$ cat src/rtl/loader_pkg.sv
// Shared types and constants for the instruction-memory loader: FSM states
// and the byte/word geometry of the incoming program stream.
package loader_pkg;

  localparam int BYTE_W         = 8;
  localparam int BYTES_PER_WORD = 4;
  localparam int WORD_W         = BYTE_W * BYTES_PER_WORD;
  localparam int CNT_W          = $clog2(BYTES_PER_WORD);

  typedef enum logic [1:0] {
    IDLE  = 2'd0,
    RECV  = 2'd1,
    WRITE = 2'd2,
    DONE  = 2'd3
  } state_t;

endpackage

$ cat src/rtl/imem_loader_byte_packer.sv
// Packs a byte stream into little-endian words: byte k lands in bits
// [8k+7:8k]. word_ready flags the byte that completes a word.
module byte_packer
  import loader_pkg::*;
(
  input  logic              clk,
  input  logic              rst_n,
  input  logic              clear,
  input  logic              accept,
  input  logic [BYTE_W-1:0] data,
  output logic [WORD_W-1:0] word,
  output logic [CNT_W-1:0]  count,
  output logic              word_ready
);

  logic [WORD_W-1:0] shift_q;

  // New bytes enter at the top and slide down, so after four accepts the
  // first byte of the word sits in the least significant lane.
  assign word       = {data, shift_q[WORD_W-1:BYTE_W]};
  assign word_ready = accept && (count == CNT_W'(BYTES_PER_WORD - 1));

  always_ff @(posedge clk or negedge rst_n) begin
    if (!rst_n) begin
      shift_q <= '0;
      count   <= '0;
    end else if (clear) begin
      shift_q <= '0;
      count   <= '0;
    end else if (accept) begin
      // NOTE: non-blocking assignments keep every register sampling
      // pre-edge values, so ordering inside the block cannot matter.
      shift_q <= word;
      count   <= count + 1'b1;
    end
  end

endmodule

$ cat src/rtl/imem_loader.sv
// Receives a program as a byte stream and writes it word by word into
// instruction memory, stalling the CPU (busy) until the load is finished.
module imem_loader
  import loader_pkg::*;
#(
  parameter int INS_ADDRESS = 9,
  parameter int INS_W       = 32
) (
  input  logic                   clk,
  input  logic                   rst_n,
  input  logic                   start,
  input  logic [INS_ADDRESS-1:0] num_words,
  input  logic                   in_valid,
  input  logic [BYTE_W-1:0]      in_data,
  output logic                   in_ready,
  output logic [31:0]            mem_waddr,
  output logic [INS_W-1:0]       mem_wdata,
  output logic                   mem_wr,
  output logic                   busy,
  output logic                   done
);

  state_t                 state_q;
  logic [INS_ADDRESS-1:0] word_index_q;
  logic [INS_ADDRESS-1:0] num_words_q;
  logic [INS_ADDRESS-1:0] next_index;
  logic [WORD_W-1:0]      packed_word;
  logic [CNT_W-1:0]       byte_count;
  logic                   word_ready;
  logic                   accept;
  logic                   start_load;

  // Status strobes decode straight from the state register, so they are
  // glitch-free and all drop to zero the moment reset asserts.
  assign in_ready   = (state_q == RECV);
  assign busy       = (state_q != IDLE);
  assign done       = (state_q == DONE);
  assign mem_wr     = (state_q == WRITE);

  assign accept     = in_valid && in_ready;
  assign start_load = (state_q == IDLE) && start;
  assign next_index = word_index_q + 1'b1;

  byte_packer u_packer (
    .clk        (clk),
    .rst_n      (rst_n),
    .clear      (start_load),
    .accept     (accept),
    .data       (in_data),
    .word       (packed_word),
    .count      (byte_count),
    .word_ready (word_ready)
  );

  always_ff @(posedge clk or negedge rst_n) begin
    if (!rst_n) begin
      state_q      <= IDLE;
      word_index_q <= '0;
      num_words_q  <= '0;
      mem_waddr    <= '0;
      mem_wdata    <= '0;
    end else begin
      case (state_q)
        IDLE: begin
          if (start) begin
            num_words_q  <= num_words;
            word_index_q <= '0;
            state_q      <= (num_words == '0) ? DONE : RECV;
          end
        end
        RECV: begin
          // Write port is loaded on the completing byte so the data and
          // address are already stable for the whole WRITE cycle.
          if (word_ready) begin
            mem_wdata <= packed_word;
            mem_waddr <= 32'({word_index_q, 2'b00});
            state_q   <= WRITE;
          end
        end
        WRITE: begin
          word_index_q <= next_index;
          state_q      <= (next_index == num_words_q) ? DONE : RECV;
        end
        DONE: state_q <= IDLE;
        default: state_q <= IDLE;
      endcase
    end
  end

endmodule

$ cat config.mk
export PLATFORM = sky130hd
export DESIGN_NAME = imem_loader
export DESIGN_NICKNAME = d
export VERILOG_FILES = /design/src/rtl/loader_pkg.sv /design/src/rtl/imem_loader_byte_packer.sv /design/src/rtl/imem_loader.sv
export SDC_FILE = /design/constraint.sdc
export NUM_CORES = 1
export LEC_CHECK = 0
export BUFFER_PORTS_ARGS = -buffer_cell sky130_fd_sc_hd__buf_2
export CAP_MARGIN = 20
export CORE_MARGIN = 2
export CORE_UTILIZATION = 40
export DETAILED_ROUTE_END_ITERATION = 12
export PLACE_DENSITY = 0.64
export SLEW_MARGIN = 20
export SYNTH_ARGS = -nofsm -noshare
export SYNTH_HDL_FRONTEND = slang
export SYNTH_SLANG_ARGS = --single-unit
$ cat constraint.sdc
create_clock -name clk -period 5.7 [get_ports clk]
set_input_delay 1.14 -clock clk [delete_from_list [all_inputs] [get_ports clk]]
set_output_delay 1.14 -clock clk [all_outputs]
set_load 0.005 [all_outputs]
==> results of run 1 <==
[how the worst max path moves through the flow]
| stage | startpoint | to | slack, ns | cells after the start |
|---|---|---|---|---|
| after floorplan | in_valid | mem_waddr[10] | 3.55 | 5 |
| after global placement | in_valid | mem_wdata[17] | 2.24 | 4 |
| after detailed placement | in_valid | mem_wdata[2] | 2.21 | 4 |
| after CTS | in_valid | mem_waddr[10] | 2.59 | 4 |
| after global routing | in_valid | mem_wdata[1] | 2.37 | 4 |
| final | in_valid | mem_waddr[10] | 2.58 | 4 |
[metrics by stage]
| step | utilization | worst slack (ns) |
|---|---|---|
| floorplan | - | 3.55 |
| global placement | 0.446 | 2.24 |
| detailed placement | 0.446 | 2.21 |
| CTS | 0.469 | 2.59 |
| global route | 0.469 | 2.37 |
| finish | 0.469 | 2.58 |
[cells in the mapped netlist, drive strengths merged, types with 2 or more instances]
cell,count
nor3,3
o21ai,13
nor4,2
xor2,4
a22o,21
xnor2,11
mux2,50
nand2,21
a31oi,2
nor2b,2
dfrtp,87
and2,5
ha,2
buf,34
nand4,2
o31ai,3
nor2,9
o211ai,2
clkbuf,2
nand3,2
a21oi,5
[area by class of cell]
type	count	area [um^2]	share of cell area
clock buffers	10	138	0.0319
multi-input cells	193	1440	0.334
inverters	2	7.51	0.00174
clock inverters	6	73.8	0.0171
flip-flops and latches	87	2180	0.505
well taps	111	139	0.0322
repair buffers	66	339	0.0786
[cell usage in the layout, fill, tap and decap left out, drive strengths merged, types with 2 or more instances in the layout]
cell,netlist,routed
nand2,21,21
xor2,4,4
mux2,50,50
buf,34,66
conb,1,23
ha,2,2
nor2,9,9
o31ai,3,3
a22o,21,21
inv,1,4
and2,5,5
o21ai,13,13
nand4,2,2
nor3,3,3
clkinv,1,3
a21oi,5,5
a31oi,2,2
clkbuf,2,10
dfrtp,87,87
nor4,2,2
xnor2,11,11
nand3,2,2
nor2b,2,2
o211ai,2,2
[where the power goes]
group	internal [W]	switching [W]	leakage, nW
clock network	0.000221	0.000228	0.108
registers	0.000852	0.000165	1.15
logic	0.000348	0.000293	0.926
total	0.00142	0.000686	2.18
[layer usage]
metal	track usage	wire length, um
met4	0.0686	113
met1	0.208	3440
met3	0.0311	340
met2	0.222	3240
met5	0	0
[worst max-delay path: cells and delay by family]
| kind | cells | cell delay, ns |
|---|---|---|
| mux | 1 | 0.53 |
| simple gates | 2 | 1.57 |
| buf+inv | 1 | 0.10 |
[sequential cells by signal, summed over array words and instances (netlist names)]
name / cells
mem_waddr: 9
mem_wdata: 32
num_words_q: 9
state_q: 2
u_packer.count: 2
u_packer.shift_q: 24
word_index_q: 9
[kinds of logic (layout without fill, tap and decap cells)]
logic type	count (synthesis)	after routing	synth area share
compound gates	52	52	0.0985
xor+xnor	15	15	0.0347
fa+ha+maj	2	2	0.00661
buf+inv	38	84	0.0664
flops	87	87	0.575
mux	50	50	0.149
other cells	1	23	0.000991
simple gates	51	51	0.0688
==> results.yml, run 1 <==
die:
  die_area_mm2: 0.0103
  io-pin-count: 89
  core_area_mm2: 0.00920
  fp.dieH_um: 101
  core.rowCount: 35
  start_util: 0.412
  dieWidth_um: 101
worst_hold_path:
  worst_hold_startpoint: "u_packer.count[0]"
  holdPathEnd: "u_packer.count[0]"
  hold_path_class: "register to register"
  hold_path_depth: 1
final_layout:
  stdcell_count: 475
  drive_above_1_share: 0.379
  fill_cells: 848
  insertedDiodeCount: 0
  syn_to_final_growth_pct: 14.0
  design_area_mm2: 0.00431
  fin_nets: 382
timing:
  report.final.slew_viol_count: 0
  fmax_mhz: 320
  hold_viol_final: 0
  min_period_over_period: 0.548
  finalClockSkew_ns: 0.0130
  fin_crit_ns: 3.12
  setup_viol: 0
  tightest_slew_ns: 1.02
  finalSetupTns_ns: 0
  holdWs_ns: 0.498
  rsz0062_at_grt: "no"
  relSlewSlack: 0.320
synth:
  synth_cell_types: 43
  synth_edf_count: 0
  syn_area_mm2: 0.00378
  ys.warnings.count: 0
  avgSynthCellArea_um2: 12.8
  synthArstFlopShare: 1.00
  yosys.area.top_type_share: 0.575
  synth_top_flop_cell: "dfrtp_1"
  synthCells: 296
  yosysTopAreaCell: "dfrtp_1"
  synth_seq_cells: 87
  synthTopCellsByArea: "dfrtp_1 58%, mux2_2 15%, buf_4 5.4%"
  yosysSeqAreaShare: 0.575
worst_setup_path:
  cp_cell_sequence: "buf_2, and2_1, nand2_2, mux2_2"
  endpoint_kind: "register"
  slowest_delay_ns: 0.82
  r2r_slack_ns: 2.72
  slowest_stage: "nand2_2"
  arrival_ns: 3.36
  required_ns: 5.94
  worst-path-max-fanout: 42
  r2r-end: "mem_waddr[10]"
  start_kind: "primary input"
  r2r_start: "state_q[1]"
  worstRegToRegCells: 4
  crit_type: "primary input to register"
pwr:
  leakage_nw: 2.18
  vdd_drop_max_mv: 0.218
  power_density_mw_per_mm2: 488
  p_total_w: 0.00211
placement:
  gp_congestion: 0.791
  hpwlAfterDp_um: 4880
  placed_area_mm2: 0.00410
  dp_cells: 459
  port_buffers: 65
routing:
  wire_per_inst_um: 15.0
  drtIter0Drc: 60
  drcViolationCount: 0
  dr.pass1.iters: 4
  routed_wl_um: 7130
  via_per_inst: 5.08
  vias: 2412
  drtAntennaViolNets: 0
clock_network:
  numCtsBuffers: 9
  clockBufferDepth: 2
  cts_resized: 0
  clkTransAtPathRegs_ns: 0.08
  insertion_delay_ns: 0.36
  cts_sinks: 87
  hold_buffers: 0
  post_cts_buffers: 0
  h-tree-depth: 3
  clockRootBuffer: "clkbuf_8"
  cts_tree: "yes"
global_route:
  grt_max_degree: 88
  grt_pass1_vias: 2402
  grt_overflow_total: 0
  antenna_found_initial: 0
  grt_pass1_wl_um: 11900
  grt_usage: 0.149
run_status:
  status: "completed"
run:
  cap_violations: 0
No activity file was read; power rests on OpenSTA's default activity.
==> inputs of run 2 (changes only) <==
==> constraint.sdc (replaced) <==
create_clock -name clk -period 2.9 [get_ports clk]
set_input_delay 0.58 -clock clk [delete_from_list [all_inputs] [get_ports clk]]
set_output_delay 0.58 -clock clk [all_outputs]
set_load 0.005 [all_outputs]
==> run 2 against run 1 <==
- first-iteration DRC count up 120%
- die area unchanged
- critical path depth unchanged
- routed wire length increased by 2.4%
- critical path type is now register to primary output
- critical endpoint is now mem_wr
- largest cell class unchanged
- highest routed layer unchanged
==> results.yml, run 2 (synthesized netlist as in run 1, its figures left out) <==
timing:
  relSlewSlack: 0.531
  min_period_over_period: 0.761
  hold_viol_final: 0
  fmax_mhz: 453
  holdWs_ns: 0.252
  rsz0062_at_grt: "no"
  report.final.slew_viol_count: 0
  finalSetupTns_ns: 0
  fin_crit_ns: 2.21
  finalClockSkew_ns: 0.0123
  setup_viol: 0
  tightest_slew_ns: 0.704
routing:
  dr.pass1.iters: 4
  vias: 2427
  wire_per_inst_um: 15.2
  drcViolationCount: 0
  drtIter0Drc: 134
  routed_wl_um: 7310
  drtAntennaViolNets: 0
  via_per_inst: 5.06
global_route:
  antenna_found_initial: 0
  grt_pass1_vias: 2353
  grt_pass1_wl_um: 12200
  grt_usage: 0.154
  grt_max_degree: 54
  grt_overflow_total: 0
die:
  io-pin-count: 89
  core_area_mm2: 0.00920
  core.rowCount: 35
  start_util: 0.412
  dieWidth_um: 101
  die_area_mm2: 0.0103
  fp.dieH_um: 101
worst_setup_path:
  critPathTopFamily: "buffers and inverters"
  start_kind: "register"
  cp_cell_sequence: "nand2b_1, buf_4, clkinv_1, buf_2"
  slowest_stage: "dfrtp_1"
  required_ns: 2.32
  worst-path-max-fanout: 12
  arrival_ns: 1.63
  r2r_slack_ns: 0.84
  slowest_delay_ns: 0.44
  crit_type: "register to primary output"
  endpoint_kind: "primary output"
  crit_buf_inv: 3
final_layout:
  largest_reg_flops: 32
  fill_cells: 843
  regMostFlops: "mem_wdata"
  final_cell_mix: "87 x dfrtp_1, 64 x buf_2, 50 x mux2_2"
  syn_to_final_growth_pct: 15.2
  insertedDiodeCount: 0
  reg.largest.list: "mem_wdata x32, u_packer.shift_q x24"
  final_common_cell: "dfrtp_1"
  drive_above_1_share: 0.388
  fin_nets: 387
clock_network:
  clkTransAtPathRegs_ns: 0.11
  clockRootBuffer: "clkbuf_8"
  cts_resized: 0
  hold_buffers: 0
  numCtsBuffers: 9
  post_cts_buffers: 0
  cts_sinks: 87
  cts_tree: "yes"
  insertion_delay_ns: 0.36
  h-tree-depth: 3
  clockBufferDepth: 2
run:
  cap_violations: 0
worst_hold_path:
  hold_path_class: "primary input to async pin"
run_status:
  status: "completed"
pwr:
  power_density_mw_per_mm2: 945
  leakage_nw: 2.21
  p_total_w: 0.00412
  vdd_drop_max_mv: 0.505
placement:
  port_buffers: 65
  gp_congestion: 0.763
  hpwlAfterDp_um: 5040
## run 2: cell count changes in the layout (fill, tap and decap cells not counted), sizes merged
cell,change
clkbuf,-1
buf,+5
bufinv,-1
clkinvlp,+1
clkinv,+1
## run 2: worst paths after layout
kind                                         from                    to  depth (start not counted)
max in group asynchronous                   rst_n       word_index_q[6]                          2
worst max-delay path                   state_q[0]                mem_wr                          4
worst min register to register  u_packer.count[0]     u_packer.count[0]                          1
min in group clk                       in_data[3]  u_packer.shift_q[27]                          2
worst min-delay path                        rst_n          mem_wdata[4]                          1
worst max register to register    word_index_q[0]            state_q[1]                          6
## run 2: layer usage
layer	vias to the layer above	GRT usage	wire [um]
met5	-	0	0
met2	64	0.223	3250
li1	1144	-	-
met3	10	0.0400	338
met4	0	0.0530	103
met1	1209	0.226	3610
## run 2: metrics by stage
stage | setup slack, ns | std cells | util | instance area, um^2
floorplan | 1.02 | 318 | - | 3870
CTS | 0.684 | 480 | 0.474 | 4360
global route | 0.584 | 480 | 0.474 | 4360
detailed placement | 0.839 | 464 | 0.452 | 4160
finish | 0.692 | 480 | 0.474 | 4360
global placement | 0.878 | 464 | 0.452 | 4160
## run 2: area by class of cell
cell class              count  area [um^2]  share of cell area
clock buffers               9          124              0.0284
repair buffers             71          398              0.0913
clock inverters             7         75.1              0.0172
inverters                   2         7.51             0.00172
well taps                 111          139              0.0319
flip-flops and latches     87         2180               0.499
multi-input cells         193         1440               0.330
## run 2: worst reg2reg max path: cells and delay by family (launching register included)
| kind | cells | cell delay, ns |
|---|---|---|
| AO/OA/AOI/OAI | 1 | 0.17 |
| XOR/XNOR | 2 | 0.30 |
| adder cells (fa/ha/maj) | 1 | 0.31 |
| flip-flops | 1 | 0.49 |
| AND/OR/NAND/NOR | 2 | 0.73 |
## run 2: where the power goes
group          internal [W]  switching, W
Clock              0.000339      0.000487
Combinational      0.000704      0.000589
Sequential          0.00167      0.000325
Total               0.00272       0.00140
==> inputs of run 3 (changes only) <==
--- a/config.mk
+++ b/config.mk
@@ -5,6 +5,7 @@
 export SDC_FILE = /design/constraint.sdc
 export NUM_CORES = 1
 export LEC_CHECK = 0
+export ABC_AREA = 1
 export BUFFER_PORTS_ARGS = -buffer_cell sky130_fd_sc_hd__buf_2
 export CAP_MARGIN = 20
 export CORE_MARGIN = 2
==> constraint.sdc (replaced) <==
create_clock -name clk -period 2.12 [get_ports clk]
set_input_delay 0.424 -clock clk [delete_from_list [all_inputs] [get_ports clk]]
set_output_delay 0.424 -clock clk [all_outputs]
set_load 0.005 [all_outputs]
==> run 3 against run 2 <==
- synthesized cell count rose by 38%
- core utilization barely moved
- non-clock buffer count rose by 2
- critical path depth fell by 1
- combinational power rose by 44%
- critical endpoint unchanged
- largest cell class unchanged
- largest power group unchanged
==> results.yml, run 3 <==
final_layout:
  final_cell_mix: "87 x nand2_1, 87 x dfrtp_1, 64 x buf_2"
  regMostFlops: "mem_wdata"
  drive_above_1_share: 0.249
  reg.largest.list: "mem_wdata x32, u_packer.shift_q x24"
  syn_to_final_growth_pct: 13.9
  fin_nets: 499
  insertedDiodeCount: 0
  regArea_mm2: 0.00218
  fill_cells: 928
  largest_reg_flops: 32
  multi_input_area_mm2: 0.00127
  stdcell_count: 610
timing:
  fmax_mhz: 570
  report.final.slew_viol_count: 0
  min_period_over_period: 0.827
  finalClockSkew_ns: 0.0132
  fin_crit_ns: 1.75
  rsz0062_at_grt: "no"
  setup_viol: 0
  hold_viol_final: 0
  finalSetupTns_ns: 0
worst_hold_path:
  hold_path_class: "primary input to async pin"
global_route:
  grt_overflow_total: 0
  gr-usage-met2: 0.227
  busiest_layer: "met1"
  grt_max_degree: 42
  met1_usage: 0.249
  grt_pass1_vias: 2706
  antenna_found_initial: 0
  grt_usage: 0.162
  grt_pass1_wl_um: 13200
  use_met3: 0.0251
worst_setup_path:
  endpoint_kind: "primary output"
  slowest_delay_ns: 0.46
  cp_cell_sequence: "nand2_2, inv_1, buf_2"
  crit_type: "register to primary output"
  required_ns: 1.70
  arrival_ns: 1.33
  worst-path-max-fanout: 10
  start_kind: "register"
  slowest_stage: "dfrtp_1"
pwr:
  pwr-share-comb: 0.336
  power_frac_seq: 0.467
  p_sw_w: 0.00205
  p_clk_frac: 0.198
  power.internal_w: 0.00351
  vdd_drop_max_mv: 0.420
  swShare: 0.368
  power_density_mw_per_mm2: 1260
  leakage_nw: 2.30
clock_network:
  insertion_delay_ns: 0.35
  cts_sinks: 87
  h-tree-depth: 3
  cts_resized: 0
  cts_tree: "yes"
  clkTransAtPathRegs_ns: 0.09
  numCtsBuffers: 9
  hold_buffers: 0
  clockRootBuffer: "clkbuf_8"
  post_cts_buffers: 0
  clockBufferDepth: 2
die:
  die_area_mm2: 0.0105
  core_area_mm2: 0.00933
  dieWidth_um: 103
  core.rowCount: 35
  fp.dieH_um: 103
  start_util: 0.416
  io-pin-count: 89
synth:
  synthTopCellsByCount: "87 x dfrtp_1, 87 x nand2_1, 56 x inv_1"
  synth_seq_cells: 87
  synthTopCellsByArea: "dfrtp_1 56%, nand2_1 8.4%, inv_1 5.4%"
  synthArstFlopShare: 1.00
  yosys.area.top_type_share: 0.561
  ys.warnings.count: 0
  synthCells: 408
  yosysTopAreaCell: "dfrtp_1"
  synth_top_flop_cell: "dfrtp_1"
  synth_edf_count: 0
  yosysSeqAreaShare: 0.561
  avgSynthCellArea_um2: 9.52
  syn_area_mm2: 0.00388
  synth_cell_types: 31
placement:
  gp_congestion: 0.890
  port_buffers: 65
  hpwlAfterDp_um: 5830
  dp_cells: 594
routing:
  wire_per_inst_um: 13.1
  vias: 2851
  drcViolationCount: 0
  drtAntennaViolNets: 0
  dr.pass1.iters: 4
  routed_wl_um: 8010
  drtIter0Drc: 142
  via_per_inst: 4.67
run_status:
  status: "completed"
run:
  cap_violations: 0
run 3: cell count changes in the layout (fill, tap and decap cells not counted), sizes merged, moves of 11 or more:
cell and change:
a22o -21, inv +56, mux2 -47, nand2 +69
nand3 +19, o21ai +38, o22ai +26, xnor2 -11
run 3: cell type report:
cell class,count,share of cell area
Multi-Input combinational cell,247,0.288
Tap cell,129,0.0365
Timing Repair Buffer,73,0.0905
Sequential cell,87,0.492
Clock inverter,6,0.0116
Inverter,58,0.0495
Clock buffer,10,0.0311
run 3: final timing paths:
| path | start | end | slack, ns | cells after the start |
|---|---|---|---|---|
| worst min-delay path | rst_n | u_packer.shift_q[27] | 0.02 | 1 |
| min in group clk | num_words[2] | num_words_q[2] | 0.32 | 3 |
| worst min register to register | mem_wdata[10] | mem_wdata[10] | 0.48 | 2 |
| worst max register to register | state_q[1] | num_words_q[6] | 0.51 | 4 |
| worst max-delay path | state_q[1] | mem_wr | 0.37 | 3 |
| max in group asynchronous | rst_n | word_index_q[5] | 1.51 | 2 |
run 3: power by group through the flow:
stage                     sequential (W)  combinational [W]  clock [W]
after detailed placement         0.00263            0.00188          0
final                            0.00259            0.00186    0.00110
after global placement           0.00260            0.00183          0
after global routing             0.00267            0.00212    0.00119
after CTS                        0.00260            0.00189    0.00113
after floorplan                  0.00260            0.00121          0
run 3: worst max-delay path, delay by kind of cell, from the launching register on:
kind | cells | cell delay [ns]
flip-flops | 1 | 0.46
AND/OR/NAND/NOR | 1 | 0.20
buffers and inverters | 2 | 0.32
run 3: routing by layer:
layer / wire length [um] / vias to the layer above
met3: 444 / 12
li1: - / 1416
met1: 3950 / 1323
met4: 144 / 0
met2: 3470 / 100
met5: 0 / -
run 3: cell families after synthesis:
family | after synthesis | synth area share
multiplexers | 4 | 0.0113
flip-flops | 87 | 0.561
adder cells (fa/ha/maj) | 2 | 0.00644
buffers and inverters | 96 | 0.132
AND/OR/NAND/NOR | 133 | 0.149
AO/OA/AOI/OAI | 85 | 0.140
other | 1 | 0.000966
run 3: metrics by stage:
stage | utilization | setup slack [ns] | total power, W | hold slack, ns | instance area, um^2
5_1_grt | 0.474 | 0.246 | 0.00598 | 0.0485 | 4420
3_5_place_dp | 0.454 | 0.539 | 0.00451 | 0.420 | 4230
3_3_place_gp | 0.454 | 0.552 | 0.00443 | 0.408 | 4230
6_report | 0.474 | 0.366 | 0.00555 | 0.0151 | 4420
4_1_cts | 0.474 | 0.354 | 0.00562 | 0.0282 | 4420
2_1_floorplan | - | 0.743 | 0.00381 | 0.128 | 3970
